--- src/rtl/fm_pkg.sv ---
// Shared definitions for the FM/DDS modulator: run-time modes and width helpers.
package fm_pkg;

  typedef enum logic [1:0] {
    MODE_FM   = 2'd0,
    MODE_CW   = 2'd1,
    MODE_MUTE = 2'd2,
    MODE_RSVD = 2'd3
  } mode_e;

  // Phase bits that reach the folded sine core: two quadrant bits are peeled off.
  function automatic int sine_bits(input int m);
    return m - 2;
  endfunction

  // Offset-binary zero level of a d-bit output word.
  function automatic int midscale(input int d);
    return 1 << (d - 1);
  endfunction

  // Mute and the reserved code both park the output at midscale.
  function automatic logic is_mute(input logic [1:0] mode);
    return mode[1];
  endfunction

endpackage

--- src/rtl/fm_sine_approx.sv ---
// Sine stage: quadrant fold, three-segment piecewise-linear magnitude, sign and
// mute override, registered together with the delayed carrier-wrap flag.
module fm_sine_approx
  import fm_pkg::*;
#(
  parameter int R = 12,
  parameter int D = 5
) (
  input  logic               clk,
  input  logic               rst,
  input  logic               mute,
  input  logic [1:0]         quad,
  input  logic [R-1:R-D+1]   p_hi,
  input  logic               wrap_in,
  output logic [D-1:0]       rf,
  output logic               phase_wrap
);

  localparam logic [D-1:0] MID  = D'(midscale(D));
  localparam logic [D-2:0] QTR  = (D-1)'(midscale(D) / 4);
  localparam logic [D-2:0] FMAX = (D-1)'(midscale(D) - 1);

  // Only the top D-1 bits of the folded phase matter, and 2**R-1-p_r is a
  // bitwise inversion, so folding just those bits is exact.
  logic [R-1:R-D+1] pa;
  logic [1:0]       seg;
  logic [D-2:0]     f;
  logic [D-1:0]     rf_d, rf_q;
  logic             wrap_d, wrap_q;

  // Fold, pick segment, apply sign and mute override.
  always_comb begin
    pa  = quad[0] ? ~p_hi : p_hi;
    seg = pa[R-1:R-2];
    if (seg == 2'd0) begin
      f = {pa[R-2:R-D+1], 1'b0};
    end else if (seg == 2'd3) begin
      f = FMAX;
    end else begin
      f = QTR + pa;
    end
    if (mute) begin
      rf_d = MID;
    end else if (quad[1]) begin
      rf_d = MID - {1'b0, f};
    end else begin
      rf_d = MID + {1'b0, f};
    end
    wrap_d = wrap_in;
  end

  // Output register; wrap is delayed here so it lines up with rf.
  always_ff @(posedge clk) begin
    if (rst) begin
      rf_q   <= MID;
      wrap_q <= 1'b0;
    end else begin
      rf_q   <= rf_d;
      wrap_q <= wrap_d;
    end
  end

  assign rf         = rf_q;
  assign phase_wrap = wrap_q;

endmodule

--- src/rtl/fm_dds_modulator.sv ---
// FM/DDS modulator top: audio handshake and linear interpolator, deviation
// scaling, increment register, phase accumulator, and the sine output stage.
module fm_dds_modulator
  import fm_pkg::*;
#(
  parameter int A = 8,
  parameter int L = 12,
  parameter int N = 18,
  parameter int M = 14,
  parameter int D = 5,
  parameter int K = 2
) (
  input  logic                clk,
  input  logic                rst,
  input  logic [1:0]          mode,
  input  logic [N-1:0]        acc_inc,
  input  logic [L-1:0]        df_inc,
  input  logic signed [A-1:0] audio,
  input  logic                audio_valid,
  output logic                audio_ready,
  output logic [D-1:0]        rf,
  output logic                phase_wrap
);

  localparam int R  = sine_bits(M);
  localparam int XW = A + K;
  localparam int CW = K + 1;
  localparam int P  = A + L + 1;

  logic signed [XW-1:0] x_q, x_d;
  logic signed [A:0]    step_q, step_d;
  logic [CW-1:0]        cnt_q, cnt_d;
  logic                 accept;
  logic signed [A-1:0]  x_int;

  logic signed [A-1:0]  a_eff;
  logic signed [P-1:0]  prod;
  logic signed [N-1:0]  mod_inc;
  logic [N-1:0]         inc_q, inc_d;
  logic [N:0]           phase_sum;
  logic [N-1:0]         phase_q, phase_d;
  logic                 wrap_q, wrap_d;

  assign x_int       = x_q[XW-1:K];
  assign audio_ready = (cnt_q == '0);
  assign accept      = audio_valid & audio_ready;

  // Interpolator: load a ramp on accept, then step x toward the new sample.
  always_comb begin
    x_d    = x_q;
    step_d = step_q;
    cnt_d  = cnt_q;
    if (K == 0) begin
      if (accept) begin
        x_d = XW'(audio);
      end
    end else if (cnt_q != '0) begin
      x_d   = x_q + XW'(step_q);
      cnt_d = cnt_q - CW'(1);
    end else if (accept) begin
      step_d = (A+1)'(audio) - (A+1)'(x_int);
      cnt_d  = CW'(2 ** K);
    end
  end

  // Deviation scaling, increment stage and accumulator next-state.
  always_comb begin
    a_eff     = (mode == MODE_FM) ? x_int : '0;
    prod      = P'(a_eff) * P'($signed({1'b0, df_inc}));
    mod_inc   = N'(prod >>> (A - 1));
    inc_d     = acc_inc + $unsigned(mod_inc);
    phase_sum = {1'b0, phase_q} + {1'b0, inc_q};
    phase_d   = phase_sum[N-1:0];
    wrap_d    = phase_sum[N];
  end

  // Interpolator, increment and accumulator registers.
  always_ff @(posedge clk) begin
    if (rst) begin
      x_q     <= '0;
      step_q  <= '0;
      cnt_q   <= '0;
      inc_q   <= '0;
      phase_q <= '0;
      wrap_q  <= 1'b0;
    end else begin
      x_q     <= x_d;
      step_q  <= step_d;
      cnt_q   <= cnt_d;
      inc_q   <= inc_d;
      phase_q <= phase_d;
      wrap_q  <= wrap_d;
    end
  end

  fm_sine_approx #(
    .R (R),
    .D (D)
  ) u_sine (
    .clk        (clk),
    .rst        (rst),
    .mute       (is_mute(mode)),
    .quad       (phase_q[N-1:N-2]),
    .p_hi       (phase_q[N-3 -: D-1]),
    .wrap_in    (wrap_q),
    .rf         (rf),
    .phase_wrap (phase_wrap)
  );

endmodule

--- config.mk ---
export PLATFORM = sky130hd
export DESIGN_NAME = fm_dds_modulator
export DESIGN_NICKNAME = d
export VERILOG_FILES = /design/src/rtl/fm_pkg.sv /design/src/rtl/fm_sine_approx.sv /design/src/rtl/fm_dds_modulator.sv
export SDC_FILE = /design/constraint.sdc
export NUM_CORES = 1
export LEC_CHECK = 0
export BUFFER_PORTS_ARGS = -buffer_cell sky130_fd_sc_hd__buf_2
export CAP_MARGIN = 10
export CORE_AREA = 2 2 110 112
export DETAILED_ROUTE_END_ITERATION = 7
export DIE_AREA = 0 0 112 114
export PLACE_DENSITY = 0.84
export RECOVER_POWER = 25
export SLEW_MARGIN = 10
export SYNTH_ARGS = -nofsm -noshare
export SYNTH_HDL_FRONTEND = slang
export SYNTH_SLANG_ARGS = --single-unit
--- constraint.sdc ---
create_clock -name clk -period 11.3 [get_ports clk]
set_input_delay 1.13 -clock clk [delete_from_list [all_inputs] [get_ports clk]]
set_output_delay 1.13 -clock clk [all_outputs]
set_load 0.01 [all_outputs]
==> After elaboration in Yosys (flattened, before gate mapping) <==
Index checks and enable logic that the tools add are counted.
W data, S select, Z words.
{ "totals": {"latchBits": 0, "wordCells": 35, "out_inout_bits": 7, "inputBits": 43, "n_memories": 0, "romBits": 0, "reg_bits": 65, "ram_bits": 0} }
{ "op_classes": {"shifts": 0, "n_eq_ne": 1, "n_lt_le_gt_ge": 0, "bitwise_logic": 3, "add_sub_neg": 8, "div": 0, "n_reduce_logical": 7, "multipliers": 1, "muxes": 7} }
{ "op_table": {"columns": ["op", "count"], "rows": [
  ["$mul A8 B13 Y21", 1],
  ["$add A18 B18 Y19", 1],
  ["$add A18 B18 Y18", 1],
  ["$mux W4", 3],
  ["$add A10 B9 Y10", 1],
  ["$sub A8 B8 Y9", 1],
  ["$mux W8", 1],
  ["$mux W3", 2],
  ["$add A5 B4 Y5 const A", 1],
  ["$mux W5", 1],
  ["$sub A5 B4 Y5 const A", 1],
  ["$add A3 B4 Y4 const A", 1],
  ["$logic_not A2 Y1", 2],
  ["$not A4 Y4", 1],
  ["$logic_not A3 Y1", 1],
  ["$reduce_bool A3 Y1", 1],
  ["$sub A3 B1 Y3 const B", 1],
  ["$eq A2 B2 Y1 const B", 1],
  ["$reduce_and A2 Y1", 1],
  ["$reduce_bool A2 Y1", 1],
  ["$reduce_or A2 Y1", 1],
  ["$and A1 B1 Y1", 1],
  ["$not A1 Y1", 1]
]} }

==> Logic depth before layout (Yosys ltp) <==
Gate-level depths: netlist (run 1).
{ "depth": {"depth_word": 7, "ltp_mapped": 30, "ltp_nobuf": 28} }

==> By module <==
From an unflattened synthesis (run 1), not the netlist that was laid out.
{ "hier_totals": {"hier_cells": 881, "hier_area_um2": 7457.2} }
{ "by_module_without_submodules": {"columns": ["mod", "cells_per_inst", "n_inst", "area_per_inst_um2", "seq_area_each_um2"], "rows": [
  ["fm_dds_modulator", 835, 1, 7055.5, 1181.1],
  ["fm_sine_approx", 46, 1, 401.6, 120.1]
]} }

==> Worst setup path before layout (run 1) <==
No wires, ideal clock.
{ "synth_timing": {"path_type": "input port to flip-flop", "startpoint": "input mode[1]", "endpoint": "register inc_q[17]", "arrival_time_ps": 7237, "setup_ps": 74, "path_slack_ps": 3989, "t_required_ps": 11226, "path_buffers": 2, "path_stages": 27, "cell_sequence": "nor2_1 clkbuf_1 nand2_1 clkbuf_1 nor2_1 fa_1 fa_1 fa_1 inv_1 fa_1 inv_1 ha_1 or3_1 o2111ai_1 nand2_1 a21o_1 a21oi_1 xnor2_1 ha_1 a21oi_1 o21ai_1 o41ai_2 o32ai_1 o31a_1 o21a_1 or3_1 o21ai_0"} }
{ "synth_between": {"elab_chain_cells": 4} }
{ "synth_rtl": {"columns": ["item", "line", "source"], "rows": [
  ["from (decl)", "fm_dds_modulator.sv:15", "input logic [1:0] mode,"],
  ["$logic_not A2 Y1", "fm_dds_modulator.sv:68", "a_eff = (mode == MODE_FM) ? x_int : '0;"],
  ["$mux W8", "fm_dds_modulator.sv:68", null],
  ["$mul A8 B13 Y21", "fm_dds_modulator.sv:69", "prod = P'(a_eff) * P'($signed({1'b0, df_inc}));"],
  ["$add A18 B18 Y18", "fm_dds_modulator.sv:71", "inc_d = acc_inc + $unsigned(mod_inc);"],
  ["to (signal assigned)", "fm_dds_modulator.sv:90", "inc_q <= inc_d;"],
  ["to (decl)", "fm_dds_modulator.sv:39", "logic [N-1:0] inc_q, inc_d;"]
]} }
No other way between the ends.
A chain may end at the register's enable or synchronous reset.

==> Worst setup path in the final report (run 1) <==
Same ends and word-level chain as after synthesis.

==> results of run 1 <==
-- cell type report --
type,instances,area (sq um)
clock buffer,10,229
inverter,116,435
fill,948,3680
timing repair buffer,51,253
clock inverter,6,90.1
tap,147,184
multi-input combinational,666,5540
sequential,65,1300
-- power by group through the flow --
stage	clock network (mW)	registers [mW]	logic, mW
floorplan	0	0.341	0.537
global placement	0	0.382	0.617
detailed placement	0	0.383	0.636
CTS	0.305	0.379	0.642
global route	0.318	0.392	0.736
finish	0.301	0.382	0.642
-- per-layer routing --
layer  vias up  wire length [microns]
met1      2870                   7000
met2       157                   7740
met4         0                    295
li1       3068                      -
met5         -                      0
met3        29                    810
-- logic make-up (layout without fill, tap and decap cells) --
logic type | after synthesis | count (layout) | share of synthesized area, %
AND/OR/NAND/NOR | 310 | 310 | 21.5
adder cells (fa/ha/maj) | 168 | 168 | 34.7
buffers and inverters | 147 | 183 | 7.66
AO/OA/AOI/OAI | 142 | 142 | 13.0
flip-flops | 65 | 65 | 17.6
XOR/XNOR | 41 | 41 | 4.85
multiplexers | 5 | 5 | 0.710
-- state kept, by name, indices dropped and copies added, names as in the netlist --
register / flops
x_q: 10
inc_q: 18
cnt_q: 3
phase_q: 18
wrap_q: 1
step_q: 9
u_sine.rf: 5
u_sine.phase_wrap: 1
-- critical path, stage by stage --
cell       delay, ns
buf_2           0.14
nor2_4          0.10
buf_4           0.49
nand2_1         0.43
or2_2           0.42
fa_1            0.52
fa_1            0.52
fa_1            0.52
fa_1            0.54
inv_1           0.04
ha_1            0.33
nand4b_1        0.10
o211ai_1        0.36
o2111ai_1       0.21
nand2_1         0.19
a211oi_1        0.12
or3_1           0.33
and2_1          0.22
ha_1            0.37
nor3_1          0.16
nor2_1          0.07
o41ai_2         0.06
o32ai_1         0.18
o31a_1          0.27
o21a_1          0.18
or3_1           0.34
o21ai_0         0.15
-- stage by stage --
stage	hold WS, ns	instances
detailed placement	0.426	1045
global placement	0.422	1045
global route	0.470	1061
finish	0.438	1061
floorplan	0.414	878
CTS	0.446	1061
-- Yosys cell counts (4+ instances only) --
| cell | count | area share, % |
|---|---|---|
| a211oi_1 | 9 | 0.91 |
| a21boi_0 | 4 | 0.41 |
| a21o_1 | 15 | 1.5 |
| a21oi_1 | 34 | 2.3 |
| a31oi_1 | 8 | 0.68 |
| and3_1 | 78 | 6.6 |
| clkbuf_1 | 28 | 1.4 |
| dfxtp_1 | 65 | 18 |
| fa_1 | 63 | 17 |
| ha_1 | 103 | 17 |
| inv_1 | 115 | 5.8 |
| nand2_1 | 34 | 1.7 |
| nand2b_1 | 6 | 0.51 |
| nand3_1 | 26 | 1.8 |
| nor2_1 | 88 | 4.5 |
| nor2b_1 | 18 | 1.5 |
| nor3_1 | 26 | 1.8 |
| nor3b_1 | 5 | 0.51 |
| o21a_1 | 13 | 1.3 |
| o21ai_0 | 23 | 1.6 |
| o31a_1 | 5 | 0.59 |
| or2_2 | 5 | 0.42 |
| or3_1 | 10 | 0.85 |
| xnor2_1 | 23 | 2.7 |
| xor2_1 | 18 | 2.1 |
-- final timing paths --
path	from	to	slack, ns	depth (start not counted)
setup / recovery	mode[1]	inc_q[17]$_SDFF_PP0_	3.07	27
hold reg to reg	wrap_q$_SDFF_PP0_	u_sine.phase_wrap$_SDFF_PP0_	0.44	1
setup reg to reg	x_q[9]$_SDFFE_PP0N_	inc_q[17]$_SDFF_PP0_	4.32	24
hold / removal	wrap_q$_SDFF_PP0_	u_sine.phase_wrap$_SDFF_PP0_	0.44	1
==> impl_metrics.toml, run 1 <==
[cts]
postCtsSetupRepairBufs = 0
cts.reportedPaths.clkPinSlew_ns = 0.05
post_cts_resized = 0
htreeDepth = 3
clkSinkCount = 65
cts_tree = "built"
numCtsBuffers = 9
clk_latency_ns = 0.35
clockBufferDepth = 2
hold_buffers = 0
cts_root_buf = "clkbuf_16"

[pwr]
switching_power_mw = 0.545
ir_drop_mv = 0.213
p_seq_share_pct = 28.8
power_density_mw_per_mm2 = 165
p_sw_share_pct = 41.1
p_int_mw = 0.781
power_mw = 1.33
clkPwrFrac_pct = 22.7
combPwrFrac_pct = 48.5
power_leakage_nw = 4.30

[floorplan]
die_w_microns = 112
die_y_microns = 114
coreArea_sq_mm = 0.0117
rows = 40
pin_count = 50
initial_core_util_pct = 63.2
dieArea_sq_mm = 0.0128

[cells_and_area]
nNetsFinal = 1118
diodes = 0
mostFrequentLayoutCells = "inv_1, ha_1, nor2_1"
syn_to_final_growth_pct = 8.53
final_common_cell = "inv_1"
drive_above_1_share_pct = 8.10
final_area_sq_mm = 0.00804
final_util_pct = 68.6

[worst_setup_path]
cp_max_fo = 83
startpoint_type = "primary input"
critPathKind = "in2reg"
crit_required_ns = 11.57
arrival_ns = 8.50
cp-end-kind = "flop"

[global_route]
globalRouteMet1Util_pct = 32.0
grt_max_degree = 84
grt-busiest-layer = "met2"
overflow = 0
antenna_found_initial = 0
grt_pass1_vias = 5955
track_usage_pct = 25.7
grt_use_met2_pct = 44.4
grt_use_met3_pct = 5.53
grt_pass1_wl_mm = 26.9

[sta]
finalHoldViolations = 0
skew_ns = 0.00561
max_freq_mhz = 121
relSlewSlack_pct = -108
tns_ns = 0
report.final.slew_viol_count = 71
setup_viol = 0
period_minus_slack_ns = 8.23
worst_pin_slew_ns = 3.12
finalCritPeriodShare_pct = 72.8
rsz0062_at_grt = "false"
fin_ws_ns = 3.07

[yosys]
synthFlopType = "dfxtp_1"
ys_ff_latch = 65
yosysWarnings = 0
syn_nets = 1087
synth_edf_count = 0
netlist-cell-type-count = 57
ys_seq_area_share_pct = 17.6
syn_area_sq_mm = 0.00740
ys_async_sr_fraction_pct = 0
avgSynthCellArea_sq_um = 8.43
synth_cells = 878

[route]
vias_per_cell = 5.77
wl_mm = 15.8
drt-initial-drc-count = 352
drtPass1Iterations = 5
post_drt_wl_per_cell_microns = 14.9
drcViolationCount = 0
num_vias = 6124
final_antenna_net_count = 0

[placement]
hpwl_mm = 12.3
portBuffers = 49
place_congestion = 0.873
dpl_cell_area_sq_mm = 0.00772
pre_cts_slack_ns = 2.77

[job]
drv_cap = 1

[outcome]
outcome = "finished, violations left"
violations = "max-capacitance violations, max-slew violations"

[min_path]
min_path_type = "reg2reg"
(Power assumes the default switching activity.)
==> run 2, diff against run 1 <==
--- a/config.mk
+++ b/config.mk
@@ -7,10 +7,10 @@
 export LEC_CHECK = 0
 export BUFFER_PORTS_ARGS = -buffer_cell sky130_fd_sc_hd__buf_2
 export CAP_MARGIN = 10
-export CORE_AREA = 2 2 110 112
+export CORE_AREA = 2 2 117 119
 export DETAILED_ROUTE_END_ITERATION = 7
-export DIE_AREA = 0 0 112 114
-export PLACE_DENSITY = 0.84
+export DIE_AREA = 0 0 119 121
+export PLACE_DENSITY = 0.78
 export RECOVER_POWER = 25
 export SLEW_MARGIN = 10
 export SYNTH_ARGS = -nofsm -noshare
==> constraint.sdc (replaced) <==
create_clock -name clk -period 6.7 [get_ports clk]
set_input_delay 0.67 -clock clk [delete_from_list [all_inputs] [get_ports clk]]
set_output_delay 0.67 -clock clk [all_outputs]
set_load 0.01 [all_outputs]
==> run 2 against run 1 <==
The run now ends clean. Final area grew 7.8%. Combinational power grew 84%. Critical path depth is the same. Wire length shrank 0.81%. Largest power group unchanged. Non-clock buffer count grew 74. Clock power grew 62%. Count of clock-buffer cells in the layout is the same. Critical path type unchanged. Critical endpoint unchanged. Cell count grew 9.6%.
==> impl_metrics.toml, run 2 (synthesized netlist as in run 1, its figures left out) <==
[outcome]
outcome = "completed"

[worst_setup_path]
crit_required_ns = 6.98
critical_path_cell_count = 27
critPathMostFrequentCell = "fa_1"
cp_max_fo = 6
crit_path_top_delay_cell = "fa_1"
critPathBufInv = 3
arrival_ns = 6.89
critPathKind = "in2reg"
startpoint_type = "primary input"
max_stage_delay_ns = 0.54
worstRegToRegCells = 25
cp-end-kind = "flop"
cpLargestDelayFamily = "adder cells"

[sta]
rsz0062_at_grt = "true"
timing.hold.ws_ns = 0.448
report.final.slew_viol_count = 0
worst_pin_slew_ns = 0.829
max_freq_mhz = 151
finalCritPeriodShare_pct = 98.7
period_minus_slack_ns = 6.61
finalHoldViolations = 0
relSlewSlack_pct = 44.7
tns_ns = 0
setup_viol = 0
skew_ns = 0.00938

[route]
drt-initial-drc-count = 305
final_antenna_net_count = 0
wl_mm = 15.7
num_vias = 6289
post_drt_wl_per_cell_microns = 13.5
vias_per_cell = 5.41
drtPass1Iterations = 5
drcViolationCount = 0

[floorplan]
coreArea_sq_mm = 0.0131
dieArea_sq_mm = 0.0144
pin_count = 50
die_w_microns = 119
die_y_microns = 121
rows = 42
initial_core_util_pct = 56.6

[cells_and_area]
final_common_cell = "inv_1"
drive_above_1_share_pct = 15.9
nNetsFinal = 1192
diodes = 0
syn_to_final_growth_pct = 17.0
mostFrequentLayoutCells = "inv_1, ha_1, nor2_1"
largestRegisters = "inc_q x18, phase_q x18, x_q x10"

[min_path]
min_path_type = "reg2reg"
holdPathStages = 1

[global_route]
track_usage_pct = 23.2
grt_pass1_wl_mm = 27.0
overflow = 0
grt_max_degree = 71
antenna_found_initial = 0
grt_pass1_vias = 6123

[cts]
cts_tree = "built"
clkSinkCount = 65
clk_latency_ns = 0.36
numCtsBuffers = 9
cts.reportedPaths.clkPinSlew_ns = 0.06
htreeDepth = 3
cts_root_buf = "clkbuf_16"
clockBufferDepth = 2

[pwr]
power_density_mw_per_mm2 = 264
ir_drop_mv = 0.216
power_leakage_nw = 4.67

[job]
drv_cap = 0

[placement]
portBuffers = 49
place_congestion = 0.855
hpwl_mm = 12.5
[run 2: cell count changes in the layout (fill, tap and decap cells not counted), moves of 2 or more]
cell and delta:
a21oi_1 -2, nand2_1 -2, nor2_2 +3, nor2_1 -3
a21oi_2 +2, buf_2 -3, nand2_2 +2, buf_4 +74
ha_1 -2
[run 2: path summary, 6_finish.rpt]
check | from | end | slack (ns)
worst min register to register | wrap_q$_SDFF_PP0_ | u_sine.phase_wrap$_SDFF_PP0_ | 0.45
worst min-delay path | wrap_q$_SDFF_PP0_ | u_sine.phase_wrap$_SDFF_PP0_ | 0.45
worst max-delay path | mode[1] | inc_q[17]$_SDFF_PP0_ | 0.09
worst max register to register | x_q[9]$_SDFFE_PP0N_ | inc_q[17]$_SDFF_PP0_ | 0.25
[run 2: what timing repair did]
action	4_1_cts	5_1_grt
endpoints found under the setup margin	1	3
hold buffers	0	0
endpoints found under the hold margin	0	0
buffers inserted	0	1
pin swaps	1	3
gates resized for setup	4	7
gates cloned	0	0
[run 2: worst reg2reg max path, cell delays in order (launching register included)]
cell       delay, ns
dfxtp_1         0.41
nand2_2         0.14
or2_2           0.32
fa_1            0.51
fa_1            0.52
fa_1            0.51
fa_1            0.54
inv_1           0.04
ha_1            0.32
nand4b_1        0.10
o211ai_1        0.08
buf_4           0.16
o2111ai_2       0.21
nand2_2         0.11
a21o_1          0.19
a21oi_1         0.17
xnor2_1         0.14
ha_1            0.27
a21oi_2         0.16
o21ai_1         0.12
o41ai_2         0.25
o32ai_1         0.16
o31a_1          0.27
o21a_1          0.18
or3_1           0.34
o21ai_0         0.15
[run 2: metal layers]
metal | GRT usage [%] | vias up | part of all wire, %
li1 | - | 3212 | -
met1 | 28.5 | 2939 | 45
met2 | 41.2 | 120 | 50
met3 | 5.26 | 18 | 4.3
met4 | 5.51 | 0 | 1.1
met5 | 0 | - | 0
[run 2: layout make-up]
class / count / area, sq um
Clock buffer: 10 / 239
Clock inverter: 5 / 56.3
Fill cell: 1075 / 4420
Inverter: 116 / 435
Multi-Input combinational cell: 666 / 5590
Sequential cell: 65 / 1300
Tap cell: 176 / 220
Timing Repair Buffer: 125 / 821
[run 2: where the power goes]
group          leakage (nW)  total [mW]  internal (mW)  switching (mW)
combinational          3.99        1.18          0.550           0.628
sequential            0.536       0.621          0.511           0.110
clock                 0.144       0.489          0.295           0.193
total                  4.67        2.29           1.36           0.931
[run 2: through the flow]
stage	area [sq um]	power (mW)	util [%]	instances	worst slack, ns
after floorplan	7430	1.48	-	878	0.00000755
after global placement	8330	1.76	63.6	1147	-0.282
after detailed placement	8330	1.80	63.6	1147	-0.435
after CTS	8640	2.30	66.0	1162	0.0216
after global routing	8660	2.50	66.2	1163	-0.220
final	8660	2.29	66.2	1163	0.0892
==> run 3, diff against run 2 <==
--- a/config.mk
+++ b/config.mk
@@ -12,6 +12,7 @@
 export DIE_AREA = 0 0 119 121
 export PLACE_DENSITY = 0.78
 export RECOVER_POWER = 25
+export REMOVE_ABC_BUFFERS = 1
 export SLEW_MARGIN = 10
 export SYNTH_ARGS = -nofsm -noshare
 export SYNTH_HDL_FRONTEND = slang
==> run 3 against run 2 <==
Flip-flop and latch count did not move. Maximum frequency rose by 0.27%. Critical endpoint unchanged. Worst setup slack improved by 0.018 ns. Non-clock buffer count rose by 12. Critical path type unchanged.
==> impl_metrics.toml, run 3 (synthesized netlist as in run 1, its figures left out) <==
[global_route]
track_usage_pct = 23.5
grt_pass1_vias = 6379
grt_max_degree = 71
grt_pass1_wl_mm = 28.1
antenna_found_initial = 0
overflow = 0

[worst_setup_path]
crit_path_top_delay_cell = "fa_2"
startpoint_type = "primary input"
cpLargestDelayFamily = "adder cells"
cp-end-kind = "flop"
critPathKind = "in2reg"
worstRegToRegCells = 25
crit_required_ns = 6.96
critPathMostFrequentCell = "buf_4"
cp_max_fo = 8
arrival_ns = 6.85
max_stage_delay_ns = 0.53
r2r_start = "x_q[6]$_SDFFE_PP0N_"
r2r-end = "inc_q[17]$_SDFF_PP0_"
rrSetupSlack_ns = 0.22
critPathBufInv = 7

[cts]
htreeDepth = 3
clk_latency_ns = 0.33
cts_root_buf = "clkbuf_16"
cts.reportedPaths.clkPinSlew_ns = 0.05
clkSinkCount = 65
cts_tree = "built"
clockBufferDepth = 2
numCtsBuffers = 9

[route]
vias_per_cell = 5.58
wl_mm = 17.6
num_vias = 6558
drcViolationCount = 0
post_drt_wl_per_cell_microns = 14.9
drt-initial-drc-count = 399
drtPass1Iterations = 5
final_antenna_net_count = 0

[cells_and_area]
final_util_pct = 69.4
nNetsFinal = 1204
stdcell_count = 1176
syn_to_final_growth_pct = 22.7
largestRegisters = "inc_q x18, phase_q x18, x_q x10"
drive_above_1_share_pct = 21.3
mostFrequentLayoutCells = "inv_1, ha_1, nor2_1"
final_common_cell = "inv_1"
diodes = 0

[sta]
skew_ns = 0.0116
setup_viol = 0
period_minus_slack_ns = 6.59
relSlewSlack_pct = 39.8
report.final.slew_viol_count = 0
max_freq_mhz = 152
finalHoldViolations = 0
worst_pin_slew_ns = 0.903
finalCritPeriodShare_pct = 98.4

[floorplan]
initial_core_util_pct = 56.6
pin_count = 50
rows = 42
die_w_microns = 119
die_y_microns = 121
coreArea_sq_mm = 0.0131
dieArea_sq_mm = 0.0144

[pwr]
ir_drop_mv = 0.152
power_density_mw_per_mm2 = 258
power_leakage_nw = 4.71

[placement]
place_congestion = 0.853
hpwl_mm = 13.1
portBuffers = 49
dp_cells = 1149

[min_path]
hold_end = "u_sine.phase_wrap$_SDFF_PP0_"
hp-start = "wrap_q$_SDFF_PP0_"
min_path_type = "reg2reg"
holdPathStages = 1

[outcome]
outcome = "completed"

[job]
drv_cap = 0
==> run 3: cell count changes in the layout (fill, tap and decap cells not counted), sizes merged <==
cell / change
buf: +10
clkbuf: +3
clkinv: +1
clkinvlp: -1
==> run 3: repair_timing <==
action                     CTS  global route
setup endpoints to repair    1             3
gates cloned                 0             3
hold buffers                 0             0
gates resized for setup      6            67
pin swaps                    5            51
buffers inserted             1             7
==> run 3: worst max-delay path by stage <==
stage / start / to / slack, ns / cells past startpoint
5_1_grt: mode[1] / inc_q[17]$_SDFF_PP0_ / -0.15 / 29
4_1_cts: mode[1] / inc_q[17]$_SDFF_PP0_ / 0.01 / 25
2_1_floorplan: mode[0] / inc_q[17]$_SDFF_PP0_ / -2.27 / 25
6_report: mode[1] / inc_q[17]$_SDFF_PP0_ / 0.11 / 29
3_5_place_dp: mode[1] / inc_q[17]$_SDFF_PP0_ / -0.36 / 27
3_3_place_gp: mode[1] / inc_q[17]$_SDFF_PP0_ / -0.24 / 27
==> run 3: layout make-up <==
cell class              count  area (sq um)
flip-flops and latches     65          1300
well taps                 176           220
multi-input cells         666          5840
clock inverters             5          53.8
repair buffers            137           982
clock buffers              11           253
fillers                  1013          4000
inverters                 116           435
==> run 3: metal layers <==
layer  vias to the layer above  wire length [microns]  GRT usage, %  share of wire, %
met3                        29                    698          1.97               4.0
met1                      3131                   7780          30.5                44
met5                         -                      0             0                 0
met2                       155                   8750          41.8                50
li1                       3243                      -             -                 -
met4                         0                    323          7.37               1.8
==> run 3: metrics by stage <==
step	power [mW]	hold WS, ns	setup WS, ns	setup TNS [ns]	area [sq um]
CTS	2.29	0.439	0.0127	0	8660
floorplan	1.46	0.414	-2.27	-24.51	7270
detailed placement	1.81	0.432	-0.362	-0.449	8320
finish	2.35	0.434	0.107	0	9080
global route	2.56	0.451	-0.153	-0.185	9080
global placement	1.76	0.415	-0.237	-0.237	8320
==> run 3: report_power, final <==
| group | total (mW) | internal, mW | switching (mW) |
|---|---|---|---|
| combinational | 1.24 | 0.576 | 0.667 |
| sequential | 0.635 | 0.512 | 0.124 |
| clock | 0.467 | 0.306 | 0.161 |
| total | 2.35 | 1.39 | 0.951 |
